$ cat config.mk
export PLATFORM = sky130hd
export DESIGN_NAME = uart_rx_ctrl_flat
export DESIGN_NICKNAME = d
export VERILOG_FILES = /design/src/rtl/uart_rx_ctrl_if.sv /design/src/rtl/uart_rx_ctrl.sv /design/src/flat_wrapper.sv
export SDC_FILE = /design/constraint.sdc
export NUM_CORES = 1
export LEC_CHECK = 0
export CELL_PAD_IN_SITES_DETAIL_PLACEMENT = 0
export CELL_PAD_IN_SITES_GLOBAL_PLACEMENT = 2
export CORE_MARGIN = 10
export CORE_UTILIZATION = 30
export DETAILED_ROUTE_END_ITERATION = 7
export GPL_TIMING_DRIVEN = 0
export PLACE_DENSITY_LB_ADDON = 0.3
export SLEW_MARGIN = 20
export SYNTH_ARGS = -nofsm -noshare
export SYNTH_HDL_FRONTEND = slang
export SYNTH_SLANG_ARGS = --single-unit
$ cat constraint.sdc
create_clock -name clk -period 4.8 [get_ports clk]
set_input_delay 0.96 -clock clk [delete_from_list [all_inputs] [get_ports clk]]
set_output_delay 0.96 -clock clk [all_outputs]
set_load 0.005 [all_outputs]
$ cat src/rtl/uart_rx_ctrl_if.sv
// Host/RX-core signal bundle for uart_rx_ctrl: configuration handshake,
// RX-core status, receive FIFO read port and error counters.
interface uart_rx_ctrl_if #(
    parameter int DATA_WIDTH = 8,
    parameter int CNT_WIDTH  = 8
);
    logic                  cfg_wr;
    logic [4:0]            cfg_prescale;
    logic                  cfg_par_en;
    logic                  cfg_busy;
    logic                  cfg_err;
    logic [4:0]            prescale;
    logic                  PAR_EN;
    logic                  rx_enable;
    logic                  rx_busy;
    logic                  rx_frame_done;
    logic [DATA_WIDTH-1:0] rx_data;
    logic                  rx_par_err;
    logic                  rx_stp_err;
    logic                  rd_en;
    logic                  rd_valid;
    logic [DATA_WIDTH-1:0] rd_data;
    logic [CNT_WIDTH-1:0]  par_err_cnt;
    logic [CNT_WIDTH-1:0]  stp_err_cnt;
    logic [CNT_WIDTH-1:0]  ovr_cnt;
    logic                  clr_cnt;

    modport slave (
        input  cfg_wr, cfg_prescale, cfg_par_en,
        input  rx_busy, rx_frame_done, rx_data, rx_par_err, rx_stp_err,
        input  rd_en, clr_cnt,
        output cfg_busy, cfg_err, prescale, PAR_EN, rx_enable,
        output rd_valid, rd_data, par_err_cnt, stp_err_cnt, ovr_cnt
    );

    modport master (
        output cfg_wr, cfg_prescale, cfg_par_en,
        output rx_busy, rx_frame_done, rx_data, rx_par_err, rx_stp_err,
        output rd_en, clr_cnt,
        input  cfg_busy, cfg_err, prescale, PAR_EN, rx_enable,
        input  rd_valid, rd_data, par_err_cnt, stp_err_cnt, ovr_cnt
    );
endinterface

$ cat src/rtl/uart_rx_ctrl.sv
// UART RX controller: frame-safe reconfiguration FSM, FWFT receive FIFO
// and saturating parity/stop/overrun error counters.
module uart_rx_ctrl #(
    parameter int DATA_WIDTH    = 8,
    parameter int FIFO_DEPTH    = 4,
    parameter int CNT_WIDTH     = 8,
    parameter int SETTLE_CYCLES = 2
) (
    input  logic           clk,
    input  logic           rst,
    uart_rx_ctrl_if.slave  bus
);

    typedef enum logic [1:0] {
        ST_RUN,
        ST_DRAIN_WAIT,
        ST_APPLY,
        ST_SETTLE
    } state_t;

    localparam int         PTR_W          = $clog2(FIFO_DEPTH);
    localparam int         SET_W          = (SETTLE_CYCLES > 1) ? $clog2(SETTLE_CYCLES) : 1;
    localparam logic [4:0] RESET_PRESCALE = 5'd8;
    localparam logic [4:0] MIN_PRESCALE   = 5'd4;

    state_t            r_state, w_state_nxt;
    logic [SET_W-1:0]  r_settle_cnt, w_settle_cnt_nxt;
    logic [4:0]        r_pend_prescale, r_prescale;
    logic              r_pend_par_en, r_par_en;
    logic              r_rx_enable, r_cfg_busy, r_cfg_err;
    logic              w_cfg_ok, w_cfg_accept, w_load_cfg, w_cfg_reject;

    // ---------------- configuration FSM ----------------
    always_comb begin
        w_state_nxt      = r_state;
        w_settle_cnt_nxt = r_settle_cnt;
        w_cfg_accept     = 1'b0;
        w_load_cfg       = 1'b0;
        w_cfg_ok         = (bus.cfg_prescale >= MIN_PRESCALE);
        case (r_state)
            ST_RUN: begin
                if (bus.cfg_wr && w_cfg_ok) begin
                    w_cfg_accept = 1'b1;
                    w_state_nxt  = ST_DRAIN_WAIT;
                end
            end
            ST_DRAIN_WAIT: begin
                if (!bus.rx_busy) w_state_nxt = ST_APPLY;
            end
            ST_APPLY: begin
                w_load_cfg       = 1'b1;
                w_settle_cnt_nxt = SET_W'(SETTLE_CYCLES - 1);
                w_state_nxt      = ST_SETTLE;
            end
            ST_SETTLE: begin
                if (r_settle_cnt == '0) w_state_nxt = ST_RUN;
                else                    w_settle_cnt_nxt = r_settle_cnt - SET_W'(1);
            end
            default: w_state_nxt = ST_RUN;
        endcase
    end

    // Anything other than an accepted request from RUN is a rejection.
    assign w_cfg_reject = bus.cfg_wr && !w_cfg_accept;

    // NOTE: state uses non-blocking assignments so every register samples the
    // pre-edge values; blocking here would create order-dependent races.
    always_ff @(posedge clk) begin
        if (rst) begin
            r_state         <= ST_RUN;
            r_settle_cnt    <= '0;
            r_pend_prescale <= RESET_PRESCALE;
            r_pend_par_en   <= 1'b0;
            r_prescale      <= RESET_PRESCALE;
            r_par_en        <= 1'b0;
            r_rx_enable     <= 1'b1;
            r_cfg_busy      <= 1'b0;
            r_cfg_err       <= 1'b0;
        end else begin
            r_state      <= w_state_nxt;
            r_settle_cnt <= w_settle_cnt_nxt;
            if (w_cfg_accept) begin
                r_pend_prescale <= bus.cfg_prescale;
                r_pend_par_en   <= bus.cfg_par_en;
            end
            if (w_load_cfg) begin
                r_prescale <= r_pend_prescale;
                r_par_en   <= r_pend_par_en;
            end
            r_rx_enable <= !(w_state_nxt == ST_APPLY || w_state_nxt == ST_SETTLE);
            r_cfg_busy  <= (w_state_nxt != ST_RUN);
            r_cfg_err   <= w_cfg_reject;
        end
    end

    // ---------------- frame intake and FIFO ----------------
    logic [DATA_WIDTH-1:0] r_mem [FIFO_DEPTH];
    logic [PTR_W-1:0]      r_wr_ptr, r_rd_ptr;
    logic [PTR_W:0]        r_count;
    logic                  w_par_hit, w_stp_hit, w_good;
    logic                  w_empty, w_full, w_pop, w_push, w_ovr;

    assign w_par_hit = bus.rx_frame_done && bus.rx_par_err && r_par_en;
    assign w_stp_hit = bus.rx_frame_done && bus.rx_stp_err;
    assign w_good    = bus.rx_frame_done && !(bus.rx_par_err && r_par_en) && !bus.rx_stp_err;
    assign w_empty   = (r_count == '0);
    assign w_full    = (r_count == (PTR_W + 1)'(FIFO_DEPTH));
    assign w_pop     = bus.rd_en && !w_empty;
    // A pop in the same cycle frees the slot, so a push into a full FIFO survives.
    assign w_push    = w_good && (!w_full || w_pop);
    assign w_ovr     = w_good && w_full && !w_pop;

    always_ff @(posedge clk) begin
        if (rst) begin
            r_wr_ptr <= '0;
            r_rd_ptr <= '0;
            r_count  <= '0;
        end else begin
            if (w_push) r_wr_ptr <= r_wr_ptr + PTR_W'(1);
            if (w_pop)  r_rd_ptr <= r_rd_ptr + PTR_W'(1);
            case ({w_push, w_pop})
                2'b10:   r_count <= r_count + (PTR_W + 1)'(1);
                2'b01:   r_count <= r_count - (PTR_W + 1)'(1);
                default: r_count <= r_count;
            endcase
        end
    end

    // NOTE: the storage array has no reset; an entry is only observable after
    // it has been written, and resetting it would waste flops.
    always_ff @(posedge clk) begin
        if (w_push) r_mem[r_wr_ptr] <= bus.rx_data;
    end

    // ---------------- saturating error counters ----------------
    logic [CNT_WIDTH-1:0] r_par_cnt, r_stp_cnt, r_ovr_cnt;

    always_ff @(posedge clk) begin
        if (rst || bus.clr_cnt) begin
            r_par_cnt <= '0;
            r_stp_cnt <= '0;
            r_ovr_cnt <= '0;
        end else begin
            if (w_par_hit && r_par_cnt != '1) r_par_cnt <= r_par_cnt + CNT_WIDTH'(1);
            if (w_stp_hit && r_stp_cnt != '1) r_stp_cnt <= r_stp_cnt + CNT_WIDTH'(1);
            if (w_ovr     && r_ovr_cnt != '1) r_ovr_cnt <= r_ovr_cnt + CNT_WIDTH'(1);
        end
    end

    // ---------------- outputs ----------------
    assign bus.cfg_busy    = r_cfg_busy;
    assign bus.cfg_err     = r_cfg_err;
    assign bus.prescale    = r_prescale;
    assign bus.PAR_EN      = r_par_en;
    assign bus.rx_enable   = r_rx_enable;
    assign bus.rd_valid    = !w_empty;
    assign bus.rd_data     = w_empty ? '0 : r_mem[r_rd_ptr];
    assign bus.par_err_cnt = r_par_cnt;
    assign bus.stp_err_cnt = r_stp_cnt;
    assign bus.ovr_cnt     = r_ovr_cnt;

endmodule

$ cat src/flat_wrapper.sv
// flat-port wrapper written by rule: the top's interface ports become plain ports
module uart_rx_ctrl_flat 
#(
    parameter int DATA_WIDTH    = 8,
    parameter int FIFO_DEPTH    = 4,
    parameter int CNT_WIDTH     = 8,
    parameter int SETTLE_CYCLES = 2
)
  (clk, rst, bus_cfg_wr, bus_cfg_prescale, bus_cfg_par_en, bus_rx_busy, bus_rx_frame_done, bus_rx_data, bus_rx_par_err, bus_rx_stp_err, bus_rd_en, bus_clr_cnt, bus_cfg_busy, bus_cfg_err, bus_prescale, bus_PAR_EN, bus_rx_enable, bus_rd_valid, bus_rd_data, bus_par_err_cnt, bus_stp_err_cnt, bus_ovr_cnt);
  uart_rx_ctrl_if #(.DATA_WIDTH(DATA_WIDTH), .CNT_WIDTH(CNT_WIDTH)) bus_i ();
  input  logic clk;
  input  logic rst;
  input wire logic [$bits(bus_i.cfg_wr)-1:0] bus_cfg_wr;
  input wire logic [$bits(bus_i.cfg_prescale)-1:0] bus_cfg_prescale;
  input wire logic [$bits(bus_i.cfg_par_en)-1:0] bus_cfg_par_en;
  input wire logic [$bits(bus_i.rx_busy)-1:0] bus_rx_busy;
  input wire logic [$bits(bus_i.rx_frame_done)-1:0] bus_rx_frame_done;
  input wire logic [$bits(bus_i.rx_data)-1:0] bus_rx_data;
  input wire logic [$bits(bus_i.rx_par_err)-1:0] bus_rx_par_err;
  input wire logic [$bits(bus_i.rx_stp_err)-1:0] bus_rx_stp_err;
  input wire logic [$bits(bus_i.rd_en)-1:0] bus_rd_en;
  input wire logic [$bits(bus_i.clr_cnt)-1:0] bus_clr_cnt;
  output wire logic [$bits(bus_i.cfg_busy)-1:0] bus_cfg_busy;
  output wire logic [$bits(bus_i.cfg_err)-1:0] bus_cfg_err;
  output wire logic [$bits(bus_i.prescale)-1:0] bus_prescale;
  output wire logic [$bits(bus_i.PAR_EN)-1:0] bus_PAR_EN;
  output wire logic [$bits(bus_i.rx_enable)-1:0] bus_rx_enable;
  output wire logic [$bits(bus_i.rd_valid)-1:0] bus_rd_valid;
  output wire logic [$bits(bus_i.rd_data)-1:0] bus_rd_data;
  output wire logic [$bits(bus_i.par_err_cnt)-1:0] bus_par_err_cnt;
  output wire logic [$bits(bus_i.stp_err_cnt)-1:0] bus_stp_err_cnt;
  output wire logic [$bits(bus_i.ovr_cnt)-1:0] bus_ovr_cnt;
  assign bus_i.cfg_wr = bus_cfg_wr;
  assign bus_i.cfg_prescale = bus_cfg_prescale;
  assign bus_i.cfg_par_en = bus_cfg_par_en;
  assign bus_i.rx_busy = bus_rx_busy;
  assign bus_i.rx_frame_done = bus_rx_frame_done;
  assign bus_i.rx_data = bus_rx_data;
  assign bus_i.rx_par_err = bus_rx_par_err;
  assign bus_i.rx_stp_err = bus_rx_stp_err;
  assign bus_i.rd_en = bus_rd_en;
  assign bus_i.clr_cnt = bus_clr_cnt;
  assign bus_cfg_busy = bus_i.cfg_busy;
  assign bus_cfg_err = bus_i.cfg_err;
  assign bus_prescale = bus_i.prescale;
  assign bus_PAR_EN = bus_i.PAR_EN;
  assign bus_rx_enable = bus_i.rx_enable;
  assign bus_rd_valid = bus_i.rd_valid;
  assign bus_rd_data = bus_i.rd_data;
  assign bus_par_err_cnt = bus_i.par_err_cnt;
  assign bus_stp_err_cnt = bus_i.stp_err_cnt;
  assign bus_ovr_cnt = bus_i.ovr_cnt;
  uart_rx_ctrl #(.DATA_WIDTH(DATA_WIDTH), .FIFO_DEPTH(FIFO_DEPTH), .CNT_WIDTH(CNT_WIDTH), .SETTLE_CYCLES(SETTLE_CYCLES)) u_core (.clk(clk), .rst(rst), .bus(bus_i));
endmodule
After elaboration in Yosys (flattened, before gate mapping)
Memories as Yosys holds them, arrays and structs flattened. A register that Yosys moved wholly into a read port is not among the register bits. Index checks and enable logic that the tools add are counted.

Flip-flop bits (word level): 49. Word-level logic and storage cells: 81. Memories kept: 1. Memory bits (writable): 32. Input bits: 23. Output and inout port bits: 42.

Order comparisons: 1. Reductions and logical operators: 30. Mux-type cells: 15. Equality and inequality tests: 11. Add/subtract/negate cells: 8.

Memories: u_core.r_mem (depth 4, bits a word 8, read ports 1, clocked after Yosys merged registers in 1, wr ports 1, line uart_rx_ctrl.sv:97) `logic [DATA_WIDTH-1:0] r_mem [FIFO_DEPTH];`.

Operator list (count): 8-bit by 1-bit adder with 8-bit output (second input constant) (3); 8-bit inequality test (second input constant) (3); 1-bit logical AND (15); 2-bit == test (second input constant) (5); 2-bit 2-to-1 mux (5); 8-bit 2-to-1 mux (1); 2-bit case mux with 4 select lines (1); 1-bit logical NOT (7); 1-bit 2-to-1 mux (6); 3-bit case mux with 2 select lines (1); 2-bit nonzero test (3); 5-bit by 3-bit >= comparator with 1-bit output (second input constant) (1); 2-bit by 1-bit adder with 2-bit output (second input constant) (2); 2-bit by 1-bit == test with 1-bit output (second input constant) (2); 3-bit by 1-bit adder with 3-bit output (second input constant) (1); 3-bit == test (second input constant) (1); 3-bit logical NOT (1); 1-bit logical OR (3); 3-bit by 1-bit subtractor with 3-bit output (second input constant) (1); 2-bit logical NOT (1); 1-bit case mux with 2 select lines (1); 1-bit subtractor (second input constant) (1).

Depth between registers and ports, before layout
Gate-level depths: netlist of run 1.

Depth after elaboration: 7. Depth in mapped cells: 10. Gate-level depth less buffers: 10.

Worst setup path after synthesis of run 1
Ideal clock, no wire load.

Path kind: input-to-reg. Start: in bus_rd_en. End: reg u_core.r_count[2]. Buffers on the path: 0. Path slack: 2.104 ns. Data required time: 4.729 ns. Setup time: 0.071 ns. Cell stages on the path: 9. Data arrival time: 2.626 ns. Cell sequence: nor4b_4 nor2_1 inv_1 ha_1 inv_1 fa_1 xor2_1 or3_1 a21oi_1.

Word-level cells in the longest chain between the ends: 5. Elaborated cells between the ends (all ways): 7. Those cells by class: eq/ne (2); mux (1); reduce/logical (4).

RTL lines: from (decl) (line flat_wrapper.sv:21) `input wire logic [$bits(bus_i.rd_en)-1:0] bus_rd_en;`; 1-bit logical AND * (line uart_rx_ctrl.sv:108) `assign w_pop = bus.rd_en && !w_empty;`; 1-bit logical OR (line uart_rx_ctrl.sv:110) `assign w_push = w_good && (!w_full || w_pop);`; 1-bit logical AND (line uart_rx_ctrl.sv:110); 2-bit by 1-bit == test with 1-bit output or 2-bit == test (tied branches) (line uart_rx_ctrl.sv:121) `case ({w_push, w_pop})`; 3-bit case mux with 2 select lines or 2-bit nonzero test (tied branches); to (signal assigned) (line uart_rx_ctrl.sv:122) `2'b10: r_count <= r_count + (PTR_W + 1)'(1);`; to (signal assigned) (line uart_rx_ctrl.sv:123) `2'b01: r_count <= r_count - (PTR_W + 1)'(1);`; to (signal assigned) (line uart_rx_ctrl.sv:124) `default: r_count <= r_count;`; to (decl) (line uart_rx_ctrl.sv:99) `logic [PTR_W:0] r_count;`.

Mark *: on every way between the ends. The rest lies on a longest branch, timed or not. A chain may end at the register's enable or synchronous reset.

Worst setup path in the final report of run 1
Ends and elaborated chain as after synthesis.

==> results of run 1 <==
layout make-up:
type	count	area, sq um	area share, %
timing repair buffer	63	630.6	13.77
clock inverter	7	82.58	1.803
multi-input combinational	197	1411	30.82
tap	143	178.9	3.907
inverter	9	33.78	0.7377
sequential	83	1982	43.28
clock buffer	9	225.2	4.918
buffer	9	35.03	0.7650
through the flow:
step	utilization, %	setup slack [ns]	std cells	power [uW]	area [sq um]
CTS	40.28	1.703	520	1892	4579
global placement	37.57	1.379	504	1175	4272
detailed placement	37.57	1.374	504	1177	4272
global route	40.28	1.614	520	1962	4579
finish	40.28	1.716	520	1851	4579
floorplan	-	2.104	298	1014	3462
routing by layer:
layer,vias to the layer above,wire (um),global-route usage [%]
met1,1135,3532,12.00
li1,1255,-,-
met3,2,414,3.184
met5,-,0,0
met2,51,3758,16.02
met4,0,42,3.416
registers in the layout, summed over array words and instances (netlist names), named ones only:
register / cells
u_core.r_pend_prescale: 5
u_core.bus.cfg_err: 1
u_core.bus.ovr_cnt: 8
u_core.bus.PAR_EN: 1
u_core.r_wr_ptr: 2
u_core.r_pend_par_en: 1
u_core.r_settle_cnt: 1
u_core.r_count: 3
u_core.bus.par_err_cnt: 8
u_core.r_rd_ptr: 2
u_core.r_state: 2
u_core.bus.stp_err_cnt: 8
u_core.r_mem: 32
u_core.bus.prescale: 5
u_core.bus.rx_enable: 1
u_core.bus.cfg_busy: 1
logic make-up (layout without fill, tap and decap cells):
| kind of cell | Yosys count | after routing | share of synthesized area, % |
|---|---|---|---|
| AOI/OAI and AO/OA | 51 | 51 | 9.361 |
| xor gates and xnor gates | 9 | 9 | 2.277 |
| adders and majority gates | 9 | 9 | 3.470 |
| buffers and inverters | 18 | 97 | 1.988 |
| DFF | 83 | 83 | 57.25 |
| muxes | 20 | 20 | 8.674 |
| and+or+nand+nor | 108 | 108 | 16.99 |
cell usage in the layout, fill, tap and decap left out, types with 6 or more instances in the layout:
cell type / count
a21oi_1: 16
and2_1: 15
clkbuf_1: 8
clkbuf_16: 9
clkdlybuf4s50_1: 63
dfxtp_1: 51
edfxtp_1: 32
ha_1: 8
inv_1: 9
mux2i_1: 12
mux4_2: 8
nand2_1: 13
nand3_1: 9
nor2_1: 34
o21ai_0: 14
or3_1: 6
xor2_1: 6
worst min path at each step:
stage / slack (ns) / endpoint / depth (start not counted)
detailed placement: 0.46 / u_core.bus.prescale[3] / 1
CTS: 0.48 / u_core.bus.prescale[3] / 1
floorplan: 0.45 / u_core.r_pend_prescale[3] / 1
global placement: 0.46 / u_core.bus.prescale[3] / 1
global route: 0.49 / u_core.bus.prescale[3] / 1
finish: 0.48 / u_core.bus.prescale[3] / 1
power groups by stage:
| stage | Sequential [uW] | Clock, uW | Combinational (uW) |
|---|---|---|---|
| floorplan | 805 | 0 | 209 |
| global placement | 809 | 0 | 366 |
| detailed placement | 810 | 0 | 367 |
| CTS | 795 | 728 | 369 |
| global route | 799 | 754 | 408 |
| finish | 795 | 699 | 358 |
==> reports/qor.yml, run 1 <==
outcome:
  status: "completed"
worst_hold_path:
  min-delay-path-class: "reg -> reg"
  hold_start: "u_core.bus.prescale[3]"
place:
  hpwl_mm: 5.576
  portBuffers: 63
  place_congestion: 0.7364
final_layout:
  n_fill_cell: 1108
  drive_above_1_share_pct: 8.223
  diodes: 0
  fin_nets: 404
  area_delta_synth_final_pct: 32.27
clock_tree:
  ctsResizeCount: 0
  post_cts_buffers: 0
  cts.sinks: 83
  cts.htree.levels: 3
  cts_root_buffer: "clkbuf_16"
  cts_tree: "yes"
  cts_buffers: 9
  cts_buffer_depth: 2
  cts_hold_buf: 0
  clkLatencyLatePin_ns: 0.33
  clk_pin_slew_ns: 0.06
synth:
  syn_inst: 298
  ys_ff_latch: 83
  synth_top_cells_by_area: "dfxtp_1, edfxtp_1, mux4_2, nor2_1, mux2i_1"
  synth_top_area_share_pct: 29.49
  synthFlopType: "dfxtp_1"
  syn_area_sq_mm: 0.003462
  synth_fp_nets: 330
  synth_edf_count: 32
  syn-mean-instance-area_sq_um: 11.62
  yosysMostFrequentCell: "dfxtp_1"
  ys_seq_area_share_pct: 57.25
  synth_top_cell_by_area: "dfxtp_1"
  synth_common_cells: "dfxtp_1, nor2_1, edfxtp_1"
  yosys_warnings: 0
  synth_async_sr_flop_share_pct: 0
  synth_cell_type_count: 47
timing:
  holdWs_ns: 0.4763
  relSlewSlack_pct: 43.40
  grt_setup_unrepaired: "false"
  finalSetupViolations: 0
  setup_tns_ns: 0
  final_max_slew_viol_count: 0
  finalHoldViolations: 0
  worstMarginPinSlew_ns: 0.8440
  fmax_ghz: 0.3243
  fin_crit_sh_pct: 64.25
  worst_clock_skew_ns: 0.007960
  min_period_ns: 3.084
worst_setup_path:
  cp_data_arrival_time_ns: 3.34
  cp-startpoint: "bus_rd_en"
  critical_path_class: "in -> reg"
  crit_chain: "clkdlybuf4s50_1 -> nor4b_4 -> nor2_1 -> inv_1 -> ha_1 -> inv_1 -> fa_1 -> xor2_1 -> or3_1 -> a21oi_1"
  worst_setup_path_start_kind: "primary input"
  crit_fanout: 5
  r2r-end: "u_core.r_count[2]"
  crit_family: "simple AND/OR/NAND/NOR gates"
  crit_cells: 10
  endpoint_kind: "flop"
  r2r_slack_ns: 2.43
  crit_top_cell: "inv_1"
  crit_slowest_cell: "clkdlybuf4s50_1"
  r2r-start: "u_core.r_count[0]"
  cp.buffers_inverters: 3
  ff2ff_path_depth: 9
  slowest_delay_ns: 0.48
  critPathCapture: "u_core.r_count[2]"
  cp_data_required_time_ns: 5.05
power_and_ir_drop:
  clock_power_share_pct: 37.8
  p_int_uw: 1386
  p_sw_uw: 465.2
  vdd_drop_max_mv: 0.1954
  leakagePower_uw: 0.001613
  p_sw_share_pct: 25.13
  power_frac_comb_pct: 19.3
  power_frac_seq_pct: 42.9
  powerDensity_mw_per_mm2: 404.3
grt:
  antenna_found_initial: 0
  grtUsageTotal_pct: 9.858
  overflow: 0
  grt_max_degree: 17
  grt_pass1_wl_mm: 13.13
  grt_pass1_vias: 2554
floorplan:
  die_w_um: 127.4
  ios: 65
  initial_core_util_pct: 30.45
  die_h_um: 127.4
  rows: 39
  dieArea_sq_mm: 0.01624
  core_area_sq_mm: 0.01137
detailed_routing:
  drtAntennaViolNets: 0
  via_per_inst: 4.698
  drtIter0Drc: 157
  drc: 0
  wl_per_cell_um: 14.90
  wirelength_mm: 7.748
  firstDrtPassIters: 4
  vias: 2443
job:
  cap_viol_max_count: 0
Note: power is estimated with default switching activity, not from simulation.
==> run 2, diff against run 1 <==
==> constraint.sdc (replaced) <==
create_clock -name clk -period 2.8 [get_ports clk]
set_input_delay 0.56 -clock clk [delete_from_list [all_inputs] [get_ports clk]]
set_output_delay 0.56 -clock clk [all_outputs]
set_load 0.005 [all_outputs]
==> results of run 2 <==
The final DEF is identical to that of run 1. Status: completed.
Among the figures that moved: setup slack after placement 1.374 ns -> -0.2264 ns; setup slack after layout 1.716 ns -> 0.1161 ns; register-to-register setup slack 2.43 ns -> 0.43 ns; total power 1851 uW -> 3174 uW; worst IR drop on VDD 0.1954 mV -> 0.3350 mV
